$ cat src/rtl/pc_sequencer.sv
// Program-counter sequencer: IDLE/WRITE/SETTLE handshake that computes the next PC
// (sequential, branch, jump, call, return). Optional return stack under `PCSEQ_RAS_EN.
module pc_sequencer (
  input  logic        CLK,
  input  logic        Reset_n,
  input  logic [15:0] PCOut,
  input  logic [2:0]  PCTop,
  input  logic        Advance,
  input  logic        Stall,
  input  logic        BranchTaken,
  input  logic [7:0]  BranchOff,
  input  logic        Jump,
  input  logic [11:0] JumpImm,
  input  logic        Call,
  input  logic        Ret,
  output logic [15:0] PCNext,
  output logic        PCWrite,
  output logic        Ready,
  output logic        StackOvf,
  output logic        StackUnf
);

  typedef enum logic [1:0] {
    IDLE   = 2'd0,
    WRITE  = 2'd1,
    SETTLE = 2'd2
  } state_t;

  state_t      state;
  state_t      state_nxt;
  logic        accept;
  logic [15:0] seq_pc;
  logic [15:0] br_pc;
  logic [15:0] abs_pc;
  logic [15:0] target;
  logic        push;
  logic        pop;

  assign accept  = (state == IDLE) && Advance && !Stall;
  assign Ready   = (state == IDLE);
  // PCWrite decodes the state directly so an asynchronous reset kills the strobe at once.
  assign PCWrite = (state == WRITE);

  // ---------------------------------------------------------------------------
  // Control FSM
  // ---------------------------------------------------------------------------
  // NOTE: sequential state uses non-blocking assignments so every register
  // samples pre-edge values, independent of process ordering.
  always_ff @(posedge CLK or negedge Reset_n) begin
    if (!Reset_n) state <= IDLE;
    else          state <= state_nxt;
  end

  // NOTE: every combinational output gets a default first so no path leaves it
  // unassigned, which would otherwise infer a latch.
  always_comb begin
    state_nxt = state;
    case (state)
      IDLE:    if (accept) state_nxt = WRITE;
      WRITE:   state_nxt = SETTLE;
      SETTLE:  state_nxt = IDLE;
      default: state_nxt = IDLE;
    endcase
  end

  // ---------------------------------------------------------------------------
  // Candidate targets; all arithmetic wraps at 16 bits
  // ---------------------------------------------------------------------------
  assign seq_pc = PCOut + 16'd2;
  assign br_pc  = seq_pc + {{7{BranchOff[7]}}, BranchOff, 1'b0};
  assign abs_pc = {PCTop, JumpImm, 1'b0};

`ifdef PCSEQ_RAS_EN
  localparam int RAS_DEPTH = 4;

  logic [15:0] ras_mem [RAS_DEPTH];
  logic [1:0]  ras_sp;      // next free slot; top of stack is ras_sp-1
  logic [2:0]  ras_cnt;
  logic        ras_empty;
  logic        ras_full;
  logic [15:0] ras_top;
  logic        ovf_q;
  logic        unf_q;

  assign ras_empty = (ras_cnt == 3'd0);
  assign ras_full  = (ras_cnt == 3'(RAS_DEPTH));
  assign ras_top   = ras_mem[ras_sp - 2'd1];

  always_comb begin
    target = seq_pc;
    push   = 1'b0;
    pop    = 1'b0;
    if (Ret) begin
      pop    = 1'b1;
      target = ras_empty ? seq_pc : ras_top;
    end else if (Call) begin
      push   = 1'b1;
      target = abs_pc;
    end else if (Jump) begin
      target = abs_pc;
    end else if (BranchTaken) begin
      target = br_pc;
    end
  end

  // Pointer, occupancy and sticky flags; a full push wraps onto the oldest entry.
  always_ff @(posedge CLK or negedge Reset_n) begin
    if (!Reset_n) begin
      ras_sp  <= 2'd0;
      ras_cnt <= 3'd0;
      ovf_q   <= 1'b0;
      unf_q   <= 1'b0;
    end else if (accept && push) begin
      ras_sp <= ras_sp + 2'd1;
      if (ras_full) ovf_q   <= 1'b1;
      else          ras_cnt <= ras_cnt + 3'd1;
    end else if (accept && pop) begin
      if (ras_empty) begin
        unf_q <= 1'b1;
      end else begin
        ras_sp  <= ras_sp - 2'd1;
        ras_cnt <= ras_cnt - 3'd1;
      end
    end
  end

  // NOTE: the stack storage has no reset; occupancy is tracked by ras_cnt, so
  // stale contents are never read and the array maps onto plain flops/RAM.
  always_ff @(posedge CLK) begin
    if (accept && push) ras_mem[ras_sp] <= seq_pc;
  end

  assign StackOvf = ovf_q;
  assign StackUnf = unf_q;
`else
  // Without the return stack, Call behaves as Jump and Ret as sequential.
  always_comb begin
    target = seq_pc;
    push   = 1'b0;
    pop    = 1'b0;
    if (Ret) begin
      target = seq_pc;
    end else if (Call || Jump) begin
      target = abs_pc;
    end else if (BranchTaken) begin
      target = br_pc;
    end
  end

  assign StackOvf = 1'b0;
  assign StackUnf = 1'b0;
`endif

  // ---------------------------------------------------------------------------
  // PCNext is captured on acceptance and held through WRITE, SETTLE and IDLE
  // ---------------------------------------------------------------------------
  always_ff @(posedge CLK or negedge Reset_n) begin
    if (!Reset_n)    PCNext <= 16'h0000;
    else if (accept) PCNext <= target;
  end

endmodule

$ cat config.mk
export PLATFORM = sky130hd
export DESIGN_NAME = pc_sequencer
export DESIGN_NICKNAME = d
export VERILOG_FILES = /design/src/rtl/pc_sequencer.sv
export SDC_FILE = /design/constraint.sdc
export NUM_CORES = 1
export LEC_CHECK = 0
export ABC_CLOCK_PERIOD_IN_PS = 1500
export CAP_MARGIN = 40
export CORE_AREA = 2 2 74 76
export DETAILED_ROUTE_END_ITERATION = 12
export DIE_AREA = 0 0 76 78
export GPL_ROUTABILITY_DRIVEN = 0
export PLACE_DENSITY = 0.83
export SYNTH_ARGS = -nofsm -noshare
export SYNTH_HDL_FRONTEND = slang
export SYNTH_SLANG_ARGS = --single-unit
$ cat constraint.sdc
create_clock -name CLK -period 1.5 [get_ports CLK]
set_input_delay 0.375 -clock CLK [delete_from_list [all_inputs] [get_ports CLK]]
set_output_delay 0.375 -clock CLK [all_outputs]
set_load 0.05 [all_outputs]
==> reports/qor.yml, run 1 <==
die_width_um: 76
ys_warn_count: 0
h-tree-depth: 1
error_line: "[ERROR GRT-0232] Routing congestion too high. Check the congestion heatmap in the GUI."
asyncSetResetFlopFracSynth: 1.000
overflow: 148
status: "aborted with a tool error"
netlist.area_leader.share: 0.2105
ys_types: 54
cts_sinks: 18
start_util: 0.4243
endpoint_type: "sequential cell input"
cts_buffers: 3
grtUsageTotal: 0.7604
ctsLongestPathBuffers: 2
synth_edf_count: 0
ys_seq_elements: 18
haltStage: "global routing"
syn_inst: 280
fp-row-count: 26
placed_area_mm2: 0.003862
synth_area_mm2: 0.002140
yosysTopAreaCell: "dfrtp_1"
worst_endpoint: "PCNext[15]$_DFFE_PN0P_/D"
ys.flop_type: "dfrtp_1"
grt_max_degree: 22
ys_top_cells_by_area: "dfrtp_1 (21%), ha_1 (11%), nand2_1 (5.1%)"
dp_cells: 498
io_buffer_count: 64
ioPinCount: 67
die_h_um: 78
syn_area_per_cell_um2: 7.641
root_buffer: "clkbuf_8"
dp_hpwl_mm: 6.967
ys_seq_area_frac: 0.2105
through the flow:
| step | setup slack, ns | utilization |
|---|---|---|
| after floorplan | -1.136 | - |
| after global placement | -1.850 | 0.7660 |
| after detailed placement | -1.993 | 0.7660 |
| after CTS | -1.179 | 0.8737 |
synthesized netlist by cell type, drive strengths merged (7+ instances only):
| library cell | number |
|---|---|
| nand2 | 29 |
| nor2 | 22 |
| o21ai | 21 |
| ha | 19 |
| dfrtp | 18 |
| a21oi | 15 |
| nand3 | 13 |
| inv | 12 |
| nor3 | 12 |
| a21o | 9 |
| a211oi | 8 |
| clkbuf | 8 |
| xnor2 | 8 |
| nor2b | 7 |
| xor2 | 7 |
cell families after synthesis:
group                      count (synthesis)  share of synthesized area
muxes                                      2                   0.009357
AOI/OAI and AO/OA                         93                     0.2977
other                                      1                   0.001753
buffers and inverters                     23                    0.04444
and+or+nand+nor                          108                     0.2544
adders and majority gates                 20                     0.1205
xor gates and xnor gates                  15                    0.06141
DFF                                       18                     0.2105
per-layer routing:
layer	global-route usage	GRT overflow
met1	0.7457	1
met3	0.4907	0
met5	0.01818	0
met4	0.8436	40
met2	1.018	107
timing repair:
item	4_1_cts
pin swaps	52
gates resized for setup	144
hold buffers	0
hold endpoints to repair	0
setup buffers	18
setup endpoints to repair	17
==> run 2: changes to the inputs <==
==> config.mk (replaced) <==
export PLATFORM = sky130hd
export DESIGN_NAME = pc_sequencer
export DESIGN_NICKNAME = d
export VERILOG_FILES = /design/src/rtl/pc_sequencer.sv
export SDC_FILE = /design/constraint.sdc
export NUM_CORES = 1
export LEC_CHECK = 0
export ABC_CLOCK_PERIOD_IN_PS = 2000
export CAP_MARGIN = 40
export CORE_AREA = 2 2 77 79
export DETAILED_ROUTE_END_ITERATION = 12
export DIE_AREA = 0 0 79 81
export GPL_ROUTABILITY_DRIVEN = 0
export PLACE_DENSITY_LB_ADDON = 0.15
export SYNTH_ARGS = -nofsm -noshare
export SYNTH_HDL_FRONTEND = slang
export SYNTH_SLANG_ARGS = --single-unit
==> constraint.sdc (replaced) <==
create_clock -name CLK -period 2 [get_ports CLK]
set_input_delay 0.5 -clock CLK [delete_from_list [all_inputs] [get_ports CLK]]
set_output_delay 0.5 -clock CLK [all_outputs]
set_load 0.05 [all_outputs]
==> run 2 against run 1 <==
The flow now finishes, with violations (negative setup slack). Synthesized cell count stayed put. Area after synthesis did not move.
==> reports/qor.yml, run 2 <==
min_from: "state[1]"
largest_register_ff_count: 16
skew_ns: 0.002666
finalCriticalPeriod_ns: 2.831
antenna_found_initial: 0
holdPathStages: 1
top_regs: "PCNext: 16 flops, state: 2 flops"
mostFrequentLayoutCell: "buf_4"
startpoint_type: "primary input"
post-route-drc-count: 0
max_freq_mhz: 353.2
ir_worst_vdd_v: 0.0003650
switching_share: 0.4462
rrSetupSlack_ns: 0.18
core_mm2: 0.005675
netlist.area_leader.share: 0.2105  # unchanged
hold_viol_final: 0
wl_per_cell_um: 20.59
worstPathArrival_ns: 3.00
synth_area_mm2: 0.002140  # unchanged
synth_commonest_cells: "nand2_1 (29), nor2_1 (22), ha_1 (19), o21ai_0 (19), dfrtp_1 (18)"
drt_pass1_iterations: 6
cp-end-kind: "register"
required_ns: 2.17
worst_pin_slew_ns: 0.5303
grt_max_degree: 22
insertion_delay_ns: 0.26
fp-row-count: 28  # +7.7%
root_buffer: "clkbuf_8"
ys_seq_area_frac: 0.2105  # unchanged
dp_hpwl_mm: 6.026  # -14%
synth_edf_count: 0  # unchanged
dp_cells: 504  # +1.2%
grt_pass1_wl_mm: 13.15
start_util: 0.3770  # -0.04733
wirelength_mm: 11.16
power.density_mw_per_mm2: 516.1
cts_tree: "done"
fin_crit_sh: 1.416
layout_common_cells: "buf_4 (112), clkdlybuf4s50_1 (37), buf_6 (34)"
overflow: 0
intPower_mw: 1.340
p_seq_frac: 0.200
area_growth_syn_to_layout_pct: 119.2
ys_seq_elements: 18  # unchanged
setup_ws_ns: -0.8312
violations: "negative setup slack"
syn_area_per_cell_um2: 7.641  # unchanged
path_clk_slew_ns: 0.08
via_per_inst: 6.074
ctsLongestPathBuffers: 2  # unchanged
power.share.clock: 0.133
drv_slew: 0
cts_buffers: 3  # unchanged
die_area_mm2: 0.006399
top_register: "PCNext"
hp-class: "register to register"
ant_nets: 0
io_buffer_count: 64  # unchanged
num_antenna_cells: 0
ys_types: 54  # unchanged
p_sw_mw: 1.080
worstSetupPathType: "primary input to register"
r2r-end: "PCNext[12]"
asyncSetResetFlopFracSynth: 1.000  # unchanged
cap_violations: 0
rsz0062_at_grt: "true"
die_width_um: 79  # +3.9%
grtUsageTotal: 0.2609
yosysMostFrequentCell: "nand2_1"
die_h_um: 81  # +3.8%
tns_ns: -5.239
vias: 3292
crit_path_max_fanout: 4
drt_iter0_markers: 476
slew_headroom: 0.6457
syn_inst: 280  # unchanged
ys_warn_count: 0  # unchanged
leakagePower_nw: 2.061
ys_top_cells_by_area: "dfrtp_1 (21%), ha_1 (11%), nand2_1 (5.1%)"
p_comb_frac: 0.667
status: "complete, but fails checks"
final_nets: 535
ioPinCount: 67  # unchanged
setup_viol: 12
final_cells: 542
h-tree-depth: 1  # unchanged
worstHoldEndpoint: "state[1]"
ys.flop_type: "dfrtp_1"
r2r-start: "state[1]"
yosysTopAreaCell: "dfrtp_1"
cts_sinks: 18  # unchanged
r2r.worst_path.cells: 7
grt_pass1_vias: 2805
drive_gt1_frac: 0.5246
run 2: how the worst max path moves through the flow:
stage	startpoint	endpoint	slack (ns)	cells past startpoint
after floorplan	PCOut[10]	PCNext[15]	-0.76	11
after CTS	PCOut[4]	PCNext[15]	-0.77	12
after detailed placement	PCOut[1]	PCNext[15]	-1.49	12
after global routing	PCOut[9]	PCNext[15]	-0.90	12
final	PCOut[6]	PCNext[15]	-0.83	12
after global placement	PCOut[1]	PCNext[15]	-1.44	12
run 2: what timing repair did:
action,CTS,global route
pin swaps,44,65
endpoints found under the setup margin,14,14
endpoints found under the hold margin,0,0
gates resized for setup,111,83
buffers inserted,19,19
hold buffers,0,0
run 2: power groups by stage:
| stage | sequential [mW] | clock [mW] | combinational, mW |
|---|---|---|---|
| 2_1_floorplan | 0.738 | 0 | 0.440 |
| 3_3_place_gp | 0.485 | 0 | 1.21 |
| 3_5_place_dp | 0.489 | 0 | 1.23 |
| 4_1_cts | 0.482 | 0.309 | 1.36 |
| 5_1_grt | 0.493 | 0.327 | 1.68 |
| 6_report | 0.484 | 0.321 | 1.61 |
run 2: critical path, cell delays in order:
cell,delay [ns]
buf_4,0.10
nand4_1,0.11
buf_4,0.19
nor3_4,0.27
xnor2_2,0.22
ha_4,0.28
a21oi_2,0.16
o21ai_1,0.13
a221o_1,0.42
a211oi_2,0.28
a211oi_2,0.09
a211oi_2,0.25
run 2: per-layer routing:
layer / wire, um / global-route usage
met5: 0 / 0
met2: 5293 / 0.4576
met1: 4309 / 0.3429
met3: 995 / 0.02333
met4: 563 / 0.07586
run 2: layout make-up:
cell class                      count  area [um^2]
Sequential cell                    18        450.4
Multi-Input combinational cell    240         2325
Timing Repair Buffer              193         1713
Fill cell                         340        985.9
Tap cell                           75        93.84
Clock buffer                        4        55.05
Inverter                           12        52.55
run 2: per-stage QoR:
stage          total power, mW  setup WS, ns    util  cell area [um^2]  hold slack [ns]
2_1_floorplan            1.177       -0.7612       -              2290           0.2044
3_3_place_gp             1.695        -1.445  0.6442              3656           0.4602
3_5_place_dp             1.715        -1.486  0.6442              3656           0.4599
4_1_cts                  2.147       -0.7744  0.7224              4100           0.4711
5_1_grt                  2.502       -0.9042  0.8263              4690           0.5134
6_report                 2.420       -0.8312  0.8263              4690           0.4735
run 2: cells by family (layout without fill, tap and decap cells):
group,count (synthesis),count (layout),synth area share
xor gates and xnor gates,15,15,0.06141
adders and majority gates,20,20,0.1205
AOI/OAI and AO/OA,93,93,0.2977
buffers and inverters,23,209,0.04444
and+or+nand+nor,108,108,0.2544
other,1,2,0.001753
muxes,2,2,0.009357
DFF,18,18,0.2105
(Power assumes the default switching activity.)
